===== config.mk =====
export PLATFORM = sky130hd
export DESIGN_NAME = truth_table_sweeper
export DESIGN_NICKNAME = d
export VERILOG_FILES = /design/src/rtl/truth_table_sweeper.sv
export SDC_FILE = /design/constraint.sdc
export NUM_CORES = 1
export LEC_CHECK = 0
export BUFFER_PORTS_ARGS = -buffer_cell sky130_fd_sc_hd__buf_4
export CORE_MARGIN = 5
export CORE_UTILIZATION = 40
export DETAILED_ROUTE_END_ITERATION = 16
export PLACE_DENSITY = 0.57
export SYNTH_ARGS = -nofsm -noshare
export SYNTH_HDL_FRONTEND = slang
export SYNTH_SLANG_ARGS = --single-unit
export TNS_END_PERCENT = 1

===== constraint.sdc =====
create_clock -name clk -period 2.51 [get_ports clk]
set_input_delay 0.1255 -clock clk [delete_from_list [all_inputs] [get_ports clk]]
set_output_delay 0.1255 -clock clk [all_outputs]
set_load 0.05 [all_outputs]

===== src/rtl/truth_table_sweeper.sv =====
// truth_table_sweeper: drives all eight 3-bit input vectors into a combinational gate and captures its truth table
// Ports: clk, rst_n (async active-low); start/abort control; expected (bit 7-k = output for vector k);
//        settle (extra wait cycles per vector); dut_in/dut_out connect to the gate under test;
//        busy, done (one-cycle pulse), pass, measured report the sweep result.
// Option: define MISMATCH_LOG_EN to add fail_seen/first_fail, recording the first mismatching vector.
module truth_table_sweeper #(
  parameter int SETTLE_W = 4
) (
  input  logic                clk,
  input  logic                rst_n,
  input  logic                start,
  input  logic                abort,
  input  logic [7:0]          expected,
  input  logic [SETTLE_W-1:0] settle,
  output logic [2:0]          dut_in,
  input  logic                dut_out,
  output logic                busy,
  output logic                done,
  output logic                pass,
  output logic [7:0]          measured
`ifdef MISMATCH_LOG_EN
  ,
  output logic                fail_seen,
  output logic [2:0]          first_fail
`endif
);
  typedef enum logic [1:0] {IDLE, SETTLE, DONE} state_t;
  state_t              r_state, w_state_nxt;
  logic [7:0]          r_exp, r_meas, w_meas_nxt;
  logic [SETTLE_W-1:0] r_settle, r_cnt;
  logic [2:0]          r_idx;
  logic                r_pass;
  logic                w_start, w_abort, w_cap;
  always_comb begin
    w_start     = r_state == IDLE && start && !abort;
    w_abort     = r_state == SETTLE && abort;
    w_cap       = r_state == SETTLE && !abort && r_cnt == '0;
    w_meas_nxt  = r_meas;
    w_meas_nxt[3'd7 - r_idx] = dut_out;
    w_state_nxt = w_start                  ? SETTLE :
                  r_state == DONE          ? IDLE   :
                  w_abort                  ? IDLE   :
                  (w_cap && r_idx == 3'd7) ? DONE   : r_state;
  end
  always_ff @(posedge clk or negedge rst_n) begin
    if (!rst_n) begin
      r_state  <= IDLE;
      r_exp    <= '0;
      r_settle <= '0;
      r_idx    <= '0;
      r_cnt    <= '0;
      r_meas   <= '0;
      r_pass   <= 1'b0;
    end else begin
      r_state <= w_state_nxt;
      if (w_start) begin
        r_exp    <= expected;
        r_settle <= settle;
        r_idx    <= '0;
        r_cnt    <= settle;
        r_meas   <= '0;
        r_pass   <= 1'b0;
      end else if (w_abort) begin
        // partial capture stays visible in measured
        r_idx <= '0;
        r_cnt <= '0;
      end else if (w_cap) begin
        r_meas <= w_meas_nxt;
        if (r_idx == 3'd7) r_pass <= w_meas_nxt == r_exp;
        else begin
          r_idx <= r_idx + 3'd1;
          r_cnt <= r_settle;
        end
      end else if (r_state == SETTLE) r_cnt <= r_cnt - SETTLE_W'(1);
    end
  end
`ifdef MISMATCH_LOG_EN
  logic       r_fail_seen;
  logic [2:0] r_first_fail;
  always_ff @(posedge clk or negedge rst_n) begin
    if (!rst_n) begin
      r_fail_seen  <= 1'b0;
      r_first_fail <= '0;
    end else if (w_start) begin
      r_fail_seen  <= 1'b0;
      r_first_fail <= '0;
    end else if (w_cap && !r_fail_seen && dut_out != r_exp[3'd7 - r_idx]) begin
      r_fail_seen  <= 1'b1;
      r_first_fail <= r_idx;
    end
  end
  assign fail_seen  = r_fail_seen;
  assign first_fail = r_first_fail;
`endif
  assign dut_in   = r_state == SETTLE ? r_idx : 3'd0;
  assign busy     = r_state == SETTLE;
  assign done     = r_state == DONE;
  assign pass     = r_pass;
  assign measured = r_meas;
endmodule


==> After elaboration in Yosys (flattened, before gate mapping) <==
Cells that the tools add are included.
{ "op_classes": {"addsub": 3, "n_lt_le_gt_ge": 2, "eq_ne": 7, "n_mux": 24, "reduce_logical": 19} }
{ "op_table": {"columns": ["cell", "count"], "rows": [
  ["8-bit 2-to-1 mux", 3],
  ["4-bit 2-to-1 mux", 5],
  ["3-bit 2-to-1 mux", 5],
  ["8-bit bitwise mux", 1],
  ["8-bit equality test", 1],
  ["2-bit 2-to-1 mux", 4],
  ["4-bit nonzero test", 2],
  ["1-bit logical AND", 7],
  ["2-bit AND reduction", 3],
  ["1-bit 2-to-1 mux", 5],
  ["4-bit logical NOT", 1],
  ["3-bit by 4-bit less-than comparator with 1-bit output, second input constant", 1],
  ["4-bit inequality test, second input constant", 1],
  ["2-bit nonzero test", 2],
  ["4-bit by 1-bit subtractor with 4-bit output, second input constant", 1],
  ["3-bit by 1-bit adder with 3-bit output, second input constant", 1],
  ["1-bit demux with 3-bit select", 1],
  ["3-bit equality test, second input constant", 1],
  ["3-bit by 1-bit >= comparator with 1-bit output, second input constant", 1],
  ["3-bit inequality test, second input constant", 1],
  ["3-bit AND reduction", 1],
  ["3-bit nonzero test", 1],
  ["3-bit subtractor, first input constant", 1],
  ["2-bit by 1-bit equality test with 1-bit output, second input constant", 1],
  ["4 further kinds", 4]
]} }
{ "totals": {"ff_bits": 30, "in_bits": 17} }

==> Depth between registers and ports, before layout <==
{ "logic_depth": {"ltp_word": 11, "ltp_mapped": 8} }

==> Worst setup path after synthesis <==
No wires, ideal clock.
{ "synth_path": {"path_type": "register to register", "startpoint": "reg r_state[1]", "endpoint": "reg r_idx[0]", "setup_ns": 0.125, "arrival_ns": 1.601, "setup_slack_ns": 0.784, "path_stages_with_launch": 7, "period_less_slack_ns": 1.726, "path_cell_list": "dfrtp_1 > nor2b_1 > buf_2 > nand2_2 > nor2_2 > nor2_1 > mux2_2"} }
{ "synth_via": {"elab_chain_len": 5, "elab_cells_between_ends": 12} }
{ "synth_lines": {"columns": ["element", "line", "rtl"], "rows": [
  ["from (decl)", "28", "state_t r_state, w_state_nxt;"],
  ["from (signal assigned)", "55", "r_state <= w_state_nxt;"],
  ["2-bit by 1-bit equality test with 1-bit output (*)", null, null],
  ["via busy", "17", "output logic busy,"],
  ["1-bit logical AND (2 in series)", "37", "w_cap = r_state == SETTLE && !abort && r_cnt == '0;"],
  ["3-bit nonzero test (no line)", null, null],
  ["2-bit AND reduction (no line)", null, null],
  ["to (signal assigned)", "71", "r_idx <= r_idx + 3'd1;"],
  ["to (decl)", "31", "logic [2:0] r_idx;"]
]} }
Mark *: on every way through the listed nets, which the timed path passes. The rest lies on a longest branch.
A chain may end at the register's enable or synchronous reset.

==> Final worst setup path <==
{ "layout_path": {"startpoint": "reg r_cnt[0]", "endpoint": "reg r_meas[1] (netlist: measured[1])"} }
{ "layout_via": {"elab_chain_len": 4} }
{ "layout_lines": {"columns": ["element", "line", "rtl"], "rows": [
  ["from (decl)", "30", "logic [SETTLE_W-1:0] r_settle, r_cnt;"],
  ["from (signal assigned)", "60", "r_cnt <= settle;"],
  ["from (signal assigned)", "72", "r_cnt <= r_settle;"],
  ["from (signal assigned)", "74", "end else if (r_state == SETTLE) r_cnt <= r_cnt - SETTLE_W'(1);"],
  ["4-bit logical NOT", "37", null],
  ["1-bit logical AND", "37", null],
  ["2-bit nonzero test (no line)", null, null],
  ["2-bit AND reduction (no line)", null, null],
  ["to (signal assigned)", "68", "r_meas <= w_meas_nxt;"],
  ["to (decl)", "29", "logic [7:0] r_exp, r_meas, w_meas_nxt;"]
]} }
Every way passes these cells.

==> reports/summary.txt <==
Outcome: finished clean
Antenna viol nets, final: 0
Crit path buffers/inverters: 1
Crit Path Class: flip-flop to flip-flop
Syn_area_per_cell: 9.31 sq um
Worst path max stage delay: 0.40 ns
WP data required: 2.67 ns
Post-route minimum period: 2.05 ns
Critical path origin: r_cnt[0]
Worst EP arrival: 2.21 ns
Fin util: 48.9%
Internal Pwr Total: 0.946 mW
Sequential standard cell area: 751 sq um
Seq/Total Area, Yosys: 43.4%
Worst hold path type: input port to flip-flop
MaxCap Viol Count: 0
Ys async rst share: 100%
Power Total: 1.40 mW
Clock Root Buffer: clkbuf_8
Crit path capture type: flip-flop
Maximum fanout along the worst path: 8
Power Dens Cells: 671 nW/um^2
Syn Std Cell Area: 1730 sq um
Dominant synthesized flop cell: dfrtp_1
Global route overflow: 0
Post-route setup TNS: 0 ns
Mapped Cells: 186
DRC viols: 0
Top cell type by total area after synthesis: dfrtp_1
Worst vdd ir: 0.000268 V
Cells along the critical path: inv_1 > ha_1 > nor4b_4 > and2_0 > nor2_2 > o21ai_0 > o21ai_0
Layout Nets: 237
CTS tree: built
M1 WL: 1.96 mm
Switching Fraction: 32.3%
Die width: 75.8 microns
Largest net degree at the start of global routing: 31
Period utilization: 81.7%
ANT cells: 0
R2r startpoint: r_cnt[0]
Sequential power share: 45.8%
Synth area leaders: dfrtp_1 43%, nand2_1 7.8%, mux2i_1 4.0%
Combinational share of power: 25.0%
Number of vias per cell: 5.20
Rel. slew slack: 63.1%
RSZ-0062 raised after global routing: no
Global-route wire length before repair: 6.93 mm
Worst-Margin Slew: 0.553 ns
HPWL Detailed: 2.94 mm
LEAKAGE: 1.02 nW
IO Port Bufs: 30
Initial core utilization: 40.6%
WL/cell: 14.8 microns
Layout cells sized above 1: 25.2%
Total number of vias: 1405
Wire length on met3: 188 microns
FILL cells: 437
Slowest CP cell: dfrtp_1
Top layer in use: met4
Most frequent cell on the critical path: o21ai_0
Die area: 5740 sq um
Wire length on met2: 1.78 mm
H-tree Lvls: 2
Clk slew on worst S/H paths: 0.06 ns
Area taken by multi-input logic gates: 903 sq um
Core area: 4260 sq um
Synth top area share: 43.4%
I/O pin count: 31
Die H: 75.8 microns
DRT iter0 DRCs: 82
Max-slew violations: 0
Routed WL: 3.99 mm
NetSw: 0.451 mW
Clock latency on the worst-skew pair: 0.28 ns
FF-to-FF setup slack: 0.46 ns
CTS Sinks: 30
GRT Overall Usage: 16.0%
Hold Path Origin: expected[4]
Syn nets: 206
Vias in the first global route: 1439
Worst path top cell family by delay: simple AND/OR/NAND/NOR gates
EDFF count, synth: 0
FP Rows: 24
Clock power frac: 29.1%
Synthesis-to-layout area growth: 20.3%
TritonCTS Buffers: 5
DRT Pass-1 Iters: 4
FF+latch count, synth: 30
Routability cong.: 0.767
Worst Skew: 0.00242 ns
CP startpoint kind: flip-flop
Setup violations, final: 0
Synth unique cells: 51
Max Buffers Root-to-Sink: 2
Initial antenna violation count: 0
Yosys warns: 0
Max frequency: 0.488 GHz
Final Hold Viols: 0
worst register-to-register path, cell delays in order, from the launching register on:
cell and delay (ns):
dfrtp_1 0.40, inv_1 0.11, ha_1 0.19, nor4b_4 0.38, and2_0 0.40, nor2_2 0.15
o21ai_0 0.18, o21ai_0 0.11
power by group through the flow:
stage	sequential [mW]	clock, mW	combinational [mW]
finish	0.640	0.407	0.350
detailed placement	0.649	0	0.347
global route	0.652	0.435	0.395
floorplan	0.628	0	0.264
global placement	0.644	0	0.338
CTS	0.639	0.415	0.351
flip-flops by register name (all words and copies together) (netlist names):
signal    cells
measured      8
r_settle      4
r_cnt         4
r_state       2
pass          1
r_idx         3
r_exp         8
routing by layer:
metal / track usage [%] / vias to the layer above
li1: - / 708
met1: 22.8 / 665
met2: 23.2 / 26
met3: 4.49 / 6
met4: 5.63 / 0
met5: 0 / -
metrics by stage:
step                instances  setup WS (ns)  hold slack [ns]  cell area [sq um]
global route              270          0.230           0.0337               2080
finish                    270          0.459           0.0297               2080
CTS                       270          0.439           0.0266               2080
detailed placement        261          0.416           0.0784               1980
floorplan                 186          0.784           -0.170               1730
global placement          261          0.431           0.0770               1980
cell families after synthesis:
group | after synthesis | share of synthesized area (%)
AOI/OAI and AO/OA | 40 | 16.2
xor gates and xnor gates | 9 | 4.55
adders and majority gates | 3 | 2.17
buffers and inverters | 16 | 4.48
DFF | 30 | 43.4
muxes | 8 | 4.70
and+or+nand+nor | 80 | 24.6
cell type report:
| type | instances | share of cell area [%] |
|---|---|---|
| inverter | 8 | 1.44 |
| sequential | 30 | 36.0 |
| multi-input combinational | 140 | 43.4 |
| clock buffer | 7 | 4.14 |
| tap | 52 | 3.12 |
| timing repair buffer | 32 | 11.7 |
| clock inverter | 1 | 0.240 |
worst paths after layout:
kind / endpoint / depth (start not counted)
hold / removal: r_exp[4] / 3
setup / recovery: measured[1] / 7
setup reg to reg: measured[1] / 7
hold reg to reg: r_settle[2] / 2
max in group asynchronous: r_settle[3] / 2
min in group asynchronous: r_state[0] / 2
cells in the mapped netlist, types with 3 or more instances:
cell type and n:
mux2i_1 7, nor2_1 8, xnor2_1 3, a21oi_1 3
inv_1 8, o21ai_1 4, and2_1 3, buf_2 5
nand3_1 7, xor2_1 6, nor2b_1 3, o21ai_0 13
nor3b_1 3, dfrtp_1 30, nand2_1 36, ha_1 3
cells in the final DEF, fill, tap and decap left out, types with 2 or more instances in the layout:
master	synthesis	routed
nor2_1	8	8
and3_1	2	2
nand3_1	7	7
mux2i_1	7	7
o21ai_1	4	4
nor3_1	2	2
nand2_1	36	36
nor2_2	2	2
nand3b_1	2	2
buf_4	1	31
clkbuf_8	0	6
xor2_1	6	6
o22ai_1	2	2
a22o_1	2	2
nor2b_1	3	3
o41ai_2	2	2
nand2_2	2	2
o21ai_0	13	13
a21oi_1	3	3
inv_1	8	8
o21a_1	2	2
and2_1	3	3
dfrtp_1	30	30
xnor2_1	3	3
nor3b_1	3	3
ha_1	3	3
what timing repair did:
item                                   4_1_cts  5_1_grt
gates resized for setup                      0        0
endpoints found under the hold margin       30        0
hold buffers                                 1        0
setup buffers                                0        0
Power figures use the tool's default switching activity.
